<file path="src/rtl/irq_encoder_8to3.sv">
// Sequential 8-to-3 priority encoder. Sticky pending bits feed a registered
// code/valid presentation that the consumer retires one index at a time via ack.
module irq_encoder_8to3 #(
  parameter bit HIGH_FIRST = 1'b1
) (
  input  logic       clk,
  input  logic       rst,
  input  logic       enable,
  input  logic [7:0] req,
  input  logic       ack,
  output logic [2:0] code,
  output logic       valid,
  output logic [7:0] pending,
  output logic       ovf
);

  typedef enum logic {
    IDLE    = 1'b0,
    PRESENT = 1'b1
  } state_t;

  state_t     state_r;
  state_t     state_next_s;
  logic [7:0] pending_r;
  logic [7:0] pending_next_s;
  logic [2:0] code_r;
  logic [2:0] code_next_s;
  logic       valid_r;
  logic       valid_next_s;
  logic       ovf_r;
  logic       ovf_next_s;
  logic [7:0] set_s;
  logic [7:0] clr_s;

  // Highest set index when HIGH_FIRST, else lowest; zero input yields 0.
  function automatic logic [2:0] prio(input logic [7:0] vec);
    logic [2:0] idx;
    idx = 3'd0;
    if (HIGH_FIRST) begin
      for (int i = 0; i < 8; i++) begin
        if (vec[i]) idx = 3'(i);
      end
    end else begin
      for (int i = 7; i >= 0; i--) begin
        if (vec[i]) idx = 3'(i);
      end
    end
    return idx;
  endfunction

  function automatic logic [7:0] onehot(input logic [2:0] idx);
    return 8'd1 << idx;
  endfunction

  // Pending update: set dominates clear, so a re-request of the acked index survives.
  always_comb begin
    set_s          = 8'h00;
    clr_s          = 8'h00;
    if (enable) begin
      set_s = req;
    end else begin
      set_s = 8'h00;
    end
    if (ack && valid_r) begin
      clr_s = onehot(code_r);
    end else begin
      clr_s = 8'h00;
    end
    pending_next_s = (pending_r & ~clr_s) | set_s;
    ovf_next_s     = |(set_s & pending_r & ~clr_s);
  end

  // Presentation FSM: no preemption, back-to-back handoff on ack.
  always_comb begin
    state_next_s = state_r;
    code_next_s  = code_r;
    valid_next_s = valid_r;
    case (state_r)
      IDLE: begin
        if (pending_next_s != 8'h00) begin
          state_next_s = PRESENT;
          valid_next_s = 1'b1;
          code_next_s  = prio(pending_next_s);
        end else begin
          state_next_s = IDLE;
          valid_next_s = 1'b0;
        end
      end
      PRESENT: begin
        if (ack) begin
          if (pending_next_s != 8'h00) begin
            state_next_s = PRESENT;
            valid_next_s = 1'b1;
            code_next_s  = prio(pending_next_s);
          end else begin
            state_next_s = IDLE;
            valid_next_s = 1'b0;
          end
        end else begin
          state_next_s = PRESENT;
          valid_next_s = 1'b1;
        end
      end
      default: begin
        state_next_s = IDLE;
        valid_next_s = 1'b0;
        code_next_s  = 3'd0;
      end
    endcase
  end

  // State and output registers with synchronous reset.
  always_ff @(posedge clk) begin
    if (rst) begin
      state_r   <= IDLE;
      pending_r <= 8'h00;
      code_r    <= 3'd0;
      valid_r   <= 1'b0;
      ovf_r     <= 1'b0;
    end else begin
      state_r   <= state_next_s;
      pending_r <= pending_next_s;
      code_r    <= code_next_s;
      valid_r   <= valid_next_s;
      ovf_r     <= ovf_next_s;
    end
  end

  assign code    = code_r;
  assign valid   = valid_r;
  assign pending = pending_r;
  assign ovf     = ovf_r;

endmodule

</file>
<file path="config.mk">
export PLATFORM = sky130hd
export DESIGN_NAME = irq_encoder_8to3
export DESIGN_NICKNAME = d
export VERILOG_FILES = /design/src/rtl/irq_encoder_8to3.sv
export SDC_FILE = /design/constraint.sdc
export NUM_CORES = 1
export LEC_CHECK = 0
export ABC_AREA = 0
export CAP_MARGIN = 20
export CELL_PAD_IN_SITES_DETAIL_PLACEMENT = 2
export CELL_PAD_IN_SITES_GLOBAL_PLACEMENT = 2
export CORE_MARGIN = 2
export CORE_UTILIZATION = 23
export DETAILED_ROUTE_END_ITERATION = 7
export PLACE_DENSITY = 0.77
export SLEW_MARGIN = 20
export SYNTH_ARGS = -nofsm -noshare
export SYNTH_HDL_FRONTEND = slang
export SYNTH_SLANG_ARGS = --single-unit
</file>
<file path="constraint.sdc">
create_clock -name clk -period 2.2 [get_ports clk]
set_clock_uncertainty 0.05 [all_clocks]
set_input_delay 0.22 -clock clk [delete_from_list [all_inputs] [get_ports clk]]
set_output_delay 0.22 -clock clk [all_outputs]
set_load 0.01 [all_outputs]
</file>
# --- After elaboration in Yosys (flattened, before gate mapping) ---
# Cells that the tools add are included.
totals:
  regBits: 13
  word_cells: 30
op_classes:
  n_eq_ne: 1
  n_shift: 1
  n_mux: 15
  bitwise: 6
  n_reduce_logical: 3
ops:
  columns: ["cell", "n"]
  rows:
  - ["bitwise AND 8 bit", 3]
  - ["two-way mux 3 bit", 8]
  - ["two-way mux 8 bit", 2]
  - ["NOT 8 bit", 1]
  - ["OR 8 bit", 1]
  - ["nonzero test 8 bit", 1]
  - ["OR reduction 8 bit", 1]
  - ["<< shifter 1 x 3 -> 8 bit, first input constant", 1]
  - ["one-hot mux 3 bit (2 select lines)", 1]
  - ["two-way mux 1 bit", 3]
  - ["inequality test 2 bit, second input constant", 1]
  - ["one-hot mux 1 bit (2 select lines)", 1]
  - ["logical AND 1 bit", 1]
  - ["NOT 1 bit", 1]

# --- Depth between registers and ports, before layout ---
# Gate-level depths: netlist of run 1.
depth:
  ltp_word: 15
  mapped_depth: 7
  depth_no_buf: 6

# --- Least setup slack after synthesis of run 1 ---
# No wires, ideal clock.
synth_path:
  path_kind: "register -> register"
  startpoint: "register code_r[2] (netlist: code[2])"
  endpoint: "register code_r[0] (netlist: code[0])"
  arrival_ns: 1.722
  slack_ns: 0.299
  path_stages_with_launch: 8
  cell_sequence: "dfxtp_1 > buf_4 > inv_1 > o31ai_2 > nand3_2 > o41a_1 > o21ai_0 > a31oi_1"
synth_via:
  elab_chain_cells: 15
synth_lines:
  columns: ["element", "line_no", "text"]
  rows:
  - ["start, declared", "26", "logic [2:0] code_r;"]
  - ["start signal, assigned", "123", "code_r <= code_next_s;"]
  - ["<< shifter 1 x 3 -> 8 bit (*)", "52", "return 8'd1 << idx;"]
  - ["two-way mux 8 bit (*)", "64", "if (ack && valid_r) begin"]
  - ["NOT 8 bit (*)", "69", "pending_next_s = (pending_r & ~clr_s) | set_s;"]
  - ["bitwise AND 8 bit (*)", "69", null]
  - ["OR 8 bit (*)", "69", null]
  - ["two-way mux 1 bit", "41", "if (vec[i]) idx = 3'(i);"]
  - ["two-way mux 3 bit (6 in series)", "41", null]
  - ["two-way mux 3 bit (*)", "80, 91", null]
  - ["two-way mux 3 bit", "90", "if (ack) begin"]
  - ["one-hot mux 3 bit (2 select lines) (*)", "78", "case (state_r)"]
# Mark *: on every way between the ends. The rest lies on a longest branch, timed or not. The select of a mux whose other input is x is not followed.
# A chain may end at the register's enable or synchronous reset.

# --- Final worst setup path of run 1 ---
layout_path:
  startpoint: "input port ack"
  endpoint: "register code_r[0] (netlist: code[0])"
layout_via:
  elab_chain_cells: 15
layout_lines:
  columns: ["element", "line_no", "text"]
  rows:
  - ["start, declared", "10", "input logic ack,"]
  - ["logical AND 1 bit", "64", null]
  - ["two-way mux 8 bit", "64", null]
  - ["NOT 8 bit", "69", null]
  - ["bitwise AND 8 bit", "69", null]
  - ["OR 8 bit", "69", null]
  - ["two-way mux 1 bit", "41", null]
  - ["two-way mux 3 bit (6 in series)", "41", null]
  - ["two-way mux 3 bit", "80, 91", null]
  - ["two-way mux 3 bit", "90", null]
  - ["one-hot mux 3 bit (2 select lines)", "78", null]
# Several ways; a longest one is shown, not always the timed one. The select of a mux whose other input is x is not followed.

==> impl_results.md, run 1 <==
* Status: completed
* TNS Setup at 0 ns
* Ys async rst share at 0%
* YS warnings at 0
* FILL cells at 376
* Total gr overflow at 0
* Post-Syn Instances at 90
* Hold endpoint: pending[5]
* Clock sinks at 13
* Die width at 59.5 µm
* Tcrit/Tclk final at 92.6%
* Layout area overhead at 54.0%
* Layout Cells excl Fill at around 160
* Clock-pin slew on the worst setup and hold paths at ~0.080 ns
* Synth Flop Type: dfxtp_1
* WL final at 2940 µm
* Largest net degree at the start of global routing at 13
* Combinational power share at between 30% and 40%
* CP max FO at 5
* Post-CTS Setup Bufs at 0
* Hold Path Depth at 3
* Mapped cell area at 709 µm²
* Share of the synthesized area in the top cell type at 36.7%
* DP Wirelength at 2290 µm
* R2R cell count at 6
* All-Layer GR Usage at 18.9%
* Clock Power Share at 24.7%
* Max Fclk at 0.491 GHz
* Max Slew Vio Count at 0
* Maximum vdd drop at between 200 and 250 µV
* Worst min path class: input port to flop
* Vias in the first global route at 927
* Critical path class: input port to flop
* Finish-stage setup viols at 0
* Die area at 3550 µm²
* Crit-path slowest cell: clkdlybuf4s50_1
* P_sw at 207 µW
* Core area at approximately 3000 µm²
* Syn Nets at between 100 and 150
* CTS tree: done
* I/O pin count at 25
* Worst r2r src: valid
* Max-cap violations at 0
* Routed vias/inst at 5.29
* Synth top cells by count: nand2_1, dfxtp_1, o21ai_0
* P_int at about 430 µW
* Worst path arrival time at 2.15 ns
* Avg Cell Area, Syn at slightly below 8 µm²
* Drt first pass iters at 4
* DRC errors left at 0
* Nets at ~140
* Area of the multi-input gates at 424 µm²
* Startpoint types: input port
* # hold bufs at CTS at 0
* Maximum clock path buffer count at 2
* Chip Height at 59.5 µm
* Via Count at 841
* R2R Setup Slk at roughly 0.22 ns
* Skew-Pair Late Insertion Delay at ~0.28 ns
* Required time of the critical path at 2.31 ns
* CP cell instances: clkdlybuf4s50_1 -> nand3b_4 -> o21a_2 -> nand3b_1 -> o41a_1 -> o21ai_0 -> a31oi_1
* Minimum clock period after layout at just over 2 ns
* Hold Violations, Final at 0
* Sw Share at 32.5%
* RSZ-0062 raised after global routing: no
* Root Driver: clkbuf_4
* DRT antenna net count at 0
* Port Buffers at 24
* Antenna cells at 0
* Reg-to-Reg End: code[0]
* Yosys reg bits at 13
* GPL Wtd Cong at 0.781
* Leading area contributor after synthesis: dfxtp_1
* First DRT Iteration DRCs at 37
* CTS resizes at 0
* Seq pwr share at 44.4%
* Max H-tree Level at 1
* Post-synth EDFFs at 0
* Hold Startpoint: req[5]
* Power Density at 584 nW/µm²
* FP Rows at 20
* Actual slew at the worst max-slew pin at 0.494 ns
* Post-DR wirelength/cell at 18.5 µm
* Most common cell in the synthesized netlist: nand2_1
* Register area share after synthesis at 36.7%
* Leakage at around 0.00043 µW
* Area contributors post-synth: dfxtp_1, o21ai_0, nand2_1, a21oi_1, nor2_1
* Max incr delay on CP at 0.58 ns
* Layout cells sized above 1 at 17.5%
* Initial antenna violation count at 0
* First-pass GRT wire length at around 4800 µm
* Clock buffer count from CTS at 3
* Register area at ~260 µm²
* Rel. slew slack at 67.0%
* Netlist cell types at 31
* Initial Utilization at 23.6%
* Dpl cells at 155
* CP Capture Type: flop
[state kept, by name (all words and copies together) (netlist names)]
name / count
valid: 1
ovf: 1
pending: 8
code: 3
[placed cells by master (no fill, tap or decap), types with 3 or more instances in the layout]
cell              n
nor2_1            7
clkdlybuf4s50_1  24
o21ai_0          10
clkbuf_4          3
a21oi_1          10
dfxtp_1          11
inv_1             4
nand3_1           3
buf_4            11
nand2_1          14
[cell families (layout without fill, tap and decap cells)]
| group | count (synthesis) | in the layout | synth area share [%] |
|---|---|---|---|
| compound gates | 38 | 38 | 35.5 |
| simple gates | 32 | 32 | 23.6 |
| flops | 13 | 13 | 36.7 |
| buf+inv | 7 | 43 | 4.23 |
[metal layers]
layer	global-route usage (%)	part of all wire [%]
met1	24.9	45
met2	31.1	50
met3	2.18	3.0
met4	8.25	1.4
met5	0	0
[stage by stage]
step | util (%) | cell area [µm²] | hold slack, ns | setup WS (ns) | total power [µW]
after floorplan | - | 709 | 0.287 | 0.299 | 364
after global placement | 35.3 | 1060 | 0.559 | -0.0849 | 475
after detailed placement | 35.3 | 1060 | 0.574 | -0.137 | 484
after CTS | 36.1 | 1080 | 0.523 | 0.0614 | 649
after global routing | 36.4 | 1090 | 0.552 | 0.00205 | 682
final | 36.4 | 1090 | 0.529 | 0.163 | 638
[critical path: cells and delay by family]
family	cells	cell delay [ns]
compound gates	4	1.00
buf+inv	1	0.58
simple gates	2	0.35
[power groups by stage]
| stage | clock network (µW) | logic [µW] | registers, µW |
|---|---|---|---|
| after floorplan | 0 | 79.1 | 285 |
| after global placement | 0 | 189 | 286 |
| after detailed placement | 0 | 197 | 287 |
| after CTS | 169 | 199 | 282 |
| after global routing | 179 | 216 | 288 |
| final | 157 | 198 | 283 |
[worst max path at each step]
stage                        from      end  slack (ns)  cells past startpoint
after global placement        ack      ovf       -0.08                      7
after CTS                 code[1]  code[0]        0.06                      6
after floorplan           code[2]  code[0]        0.30                      7
after global routing          ack  code[0]       0.002                      7
after detailed placement      ack  code[0]       -0.14                      7
final                         ack  code[0]        0.16                      7
[layout make-up]
cell class                      instances  area share, %
Timing Repair Buffer                   35           29.6
Sequential cell                        13           24.1
Multi-Input combinational cell         70           38.8
Tap cell                               33           3.78
Clock buffer                            4           2.41
Inverter                                4           1.37
Power figures use the tool's default switching activity.
==> run 2, diff against run 1 <==
- CORE_MARGIN: 2 -> 10
- GPL_TIMING_DRIVEN: not set -> 0
==> impl_results.md, run 2 (synthesis results as in run 1) <==
* Maximum clock path buffer count at 2 (unchanged)
* Max reg flops at 8 (unchanged)
* Placed Area at 991 µm² (-6.4%)
* Port Buffers at 24 (unchanged)
* Commonest cells after routing, fill and taps aside: clkdlybuf4s50_1, nand2_1, dfxtp_1
* Max Fclk at 0.478 GHz (-2.7%)
* Chip Height at 75.5 µm (+27%)
* Register area at 263 µm² (unchanged)
* Hold Violations, Final at 0 (unchanged)
* Layout cells sized above 1 at 13.1% (-4.3 points)
* Antenna cells at 0 (unchanged)
* Max incr delay on CP at 0.51 ns (-0.07 ns)
* Die area at 5710 µm² (+61%)
* CP cell instances: nand4b_1 -> o21ai_2 -> nand3_2 -> o41a_1 -> o32ai_1
* FP Rows at 20 (unchanged)
* Clock buffer count from CTS at 3 (unchanged)
* Minimum clock period after layout at 2.09 ns (+0.0565 ns)
* Hold WS at 0.385 ns (-0.144 ns)
* Nets at 135 (-2.9%)
* Crit-path slowest cell: o41a_1
* Die width at 75.5 µm (+27%)
* Routed vias/inst at 5.44 (+2.8%)
* DRT antenna net count at 0 (unchanged)
* Rel. slew slack at 65.8% (-1.2 points)
* Skew-Pair Late Insertion Delay at 0.30 ns (+0.02 ns)
* Post-DR wirelength/cell at 19.3 µm (+4.0%)
* Startpoint types: flop
* CTS tree: done
* Critical path class: flop to flop
* Required time of the critical path at 2.35 ns (+0.04 ns)
* Tcrit/Tclk final at 95.2% (+2.6 points)
* Clock sinks at 13 (unchanged)
* Maximum vdd drop at 213 µV (+3.5%)
* Via Count at 843 (+0.24%)
* CP Capture Type: flop
* Max-cap violations at 0 (unchanged)
* Largest net degree at the start of global routing at 11 (-2)
* Pwr Total at 642 µW (+0.56%)
* Core area at 3000 µm² (unchanged)
* Actual slew at the worst max-slew pin at 0.513 ns (+0.0190 ns)
* Power Density at 602 nW/µm² (+3.2%)
* I/O pin count at 25 (unchanged)
* Root Driver: clkbuf_4
* CP max FO at 8 (+3)
* First-pass GRT wire length at 4550 µm (-4.6%)
* Layout Cells excl Fill at 155 (-2.5%)
* FILL cells at 370 (-1.6%)
* Worst path arrival time at 2.25 ns (+0.10 ns)
* Max Slew Vio Count at 0 (unchanged)
* Max H-tree Level at 1 (unchanged)
* # hold bufs at CTS at 0 (unchanged)
* First DRT Iteration DRCs at 29 (-22%)
* Initial Utilization at 23.6% (unchanged)
* DP Wirelength at 2280 µm (-0.32%)
* Layout area overhead at 50.1%
* WL final at 2990 µm (+1.4%)
* Drt first pass iters at 4 (unchanged)
* Total gr overflow at 0 (unchanged)
* Most common cell after layout, fill and taps aside: clkdlybuf4s50_1
* Area of the multi-input gates at 432 µm² (+1.8%)
* Status: completed
* Clock-pin slew on the worst setup and hold paths at 0.09 ns (about the same)
* GPL Wtd Cong at 0.782 (about the same)
* DRC errors left at 0 (unchanged)
* Vias in the first global route at 878 (-5.3%)
* Initial antenna violation count at 0 (unchanged)
* Leakage at 0.000418 µW (-3.7%)
* Worst min path class: input port to flop
* Finish-stage setup viols at 0 (unchanged)
* Min setup slack post-route at 0.106 ns (-0.0565 ns)
* Final cell area excluding filler cells at 1060 µm² (-2.5%)
* All-Layer GR Usage at 10.8% (-8.1 points)
* Dpl cells at 147 (-5.2%)
* Post-Place Setup Slack at -0.339 ns (-0.202 ns)
==> run 2: cell count changes in the layout (fill, tap and decap cells not counted), sizes merged <==
cell,before,now
dlymetal6s2s,0,1
clkbuf,4,6
clkdlybuf4s50,24,23
buf,11,5
==> run 2: layer usage <==
| metal | vias to the layer above | global-route usage, % | wire length (µm) |
|---|---|---|---|
| met5 | - | 0 | 0 |
| met4 | 0 | 4.95 | 53 |
| met3 | 4 | 2.47 | 188 |
| met2 | 23 | 18.6 | 1470 |
| met1 | 414 | 12.3 | 1270 |
| li1 | 402 | - | - |
==> run 2: power breakdown <==
| part | switching [µW] | total (µW) | internal [µW] |
|---|---|---|---|
| Clock | 102 | 172 | 70.6 |
| Combinational | 97.9 | 192 | 93.8 |
| Sequential | 22.2 | 278 | 255 |
==> run 2: final cells by class <==
cell class,count,area share [%]
plain buffers,3,1.41
inverters,4,1.41
well taps,33,3.88
repair buffers,28,25.6
clock buffers,4,2.47
multi-input cells,70,40.5
flip-flops and latches,13,24.7
==> run 2: worst paths after layout <==
check / startpoint / end / slack (ns) / depth (start not counted)
worst min register to register: pending[2] / pending[2] / 0.52 / 2
worst max register to register: code[1] / code[2] / 0.11 / 5
worst min-delay path: ack / valid / 0.39 / 3
worst max-delay path: code[1] / code[2] / 0.11 / 5
==> run 2: repair_timing <==
item	4_1_cts	5_1_grt
setup endpoints to repair	2	3
resized for setup	2	6
pin swaps	0	2
setup buffers	0	4
==> run 2: metrics by stage <==
step	TNS, ns	util [%]
4_1_cts	0	34.0
5_1_grt	-0.0793	35.5
3_5_place_dp	-0.915	33.0
3_3_place_gp	-0.559	33.0
2_1_floorplan	0	-
6_report	0	35.5
==> run 2: worst max-delay path, delay by kind of cell (launching register included) <==
family,cells,cell delay (ns)
simple gates,2,0.49
flops,1,0.40
compound gates,3,1.07
==> run 3, diff against run 2 <==
- SLEW_MARGIN: 20 -> not set
==> results of run 3 <==
The final DEF is identical to that of run 2; final timing and power are the same.
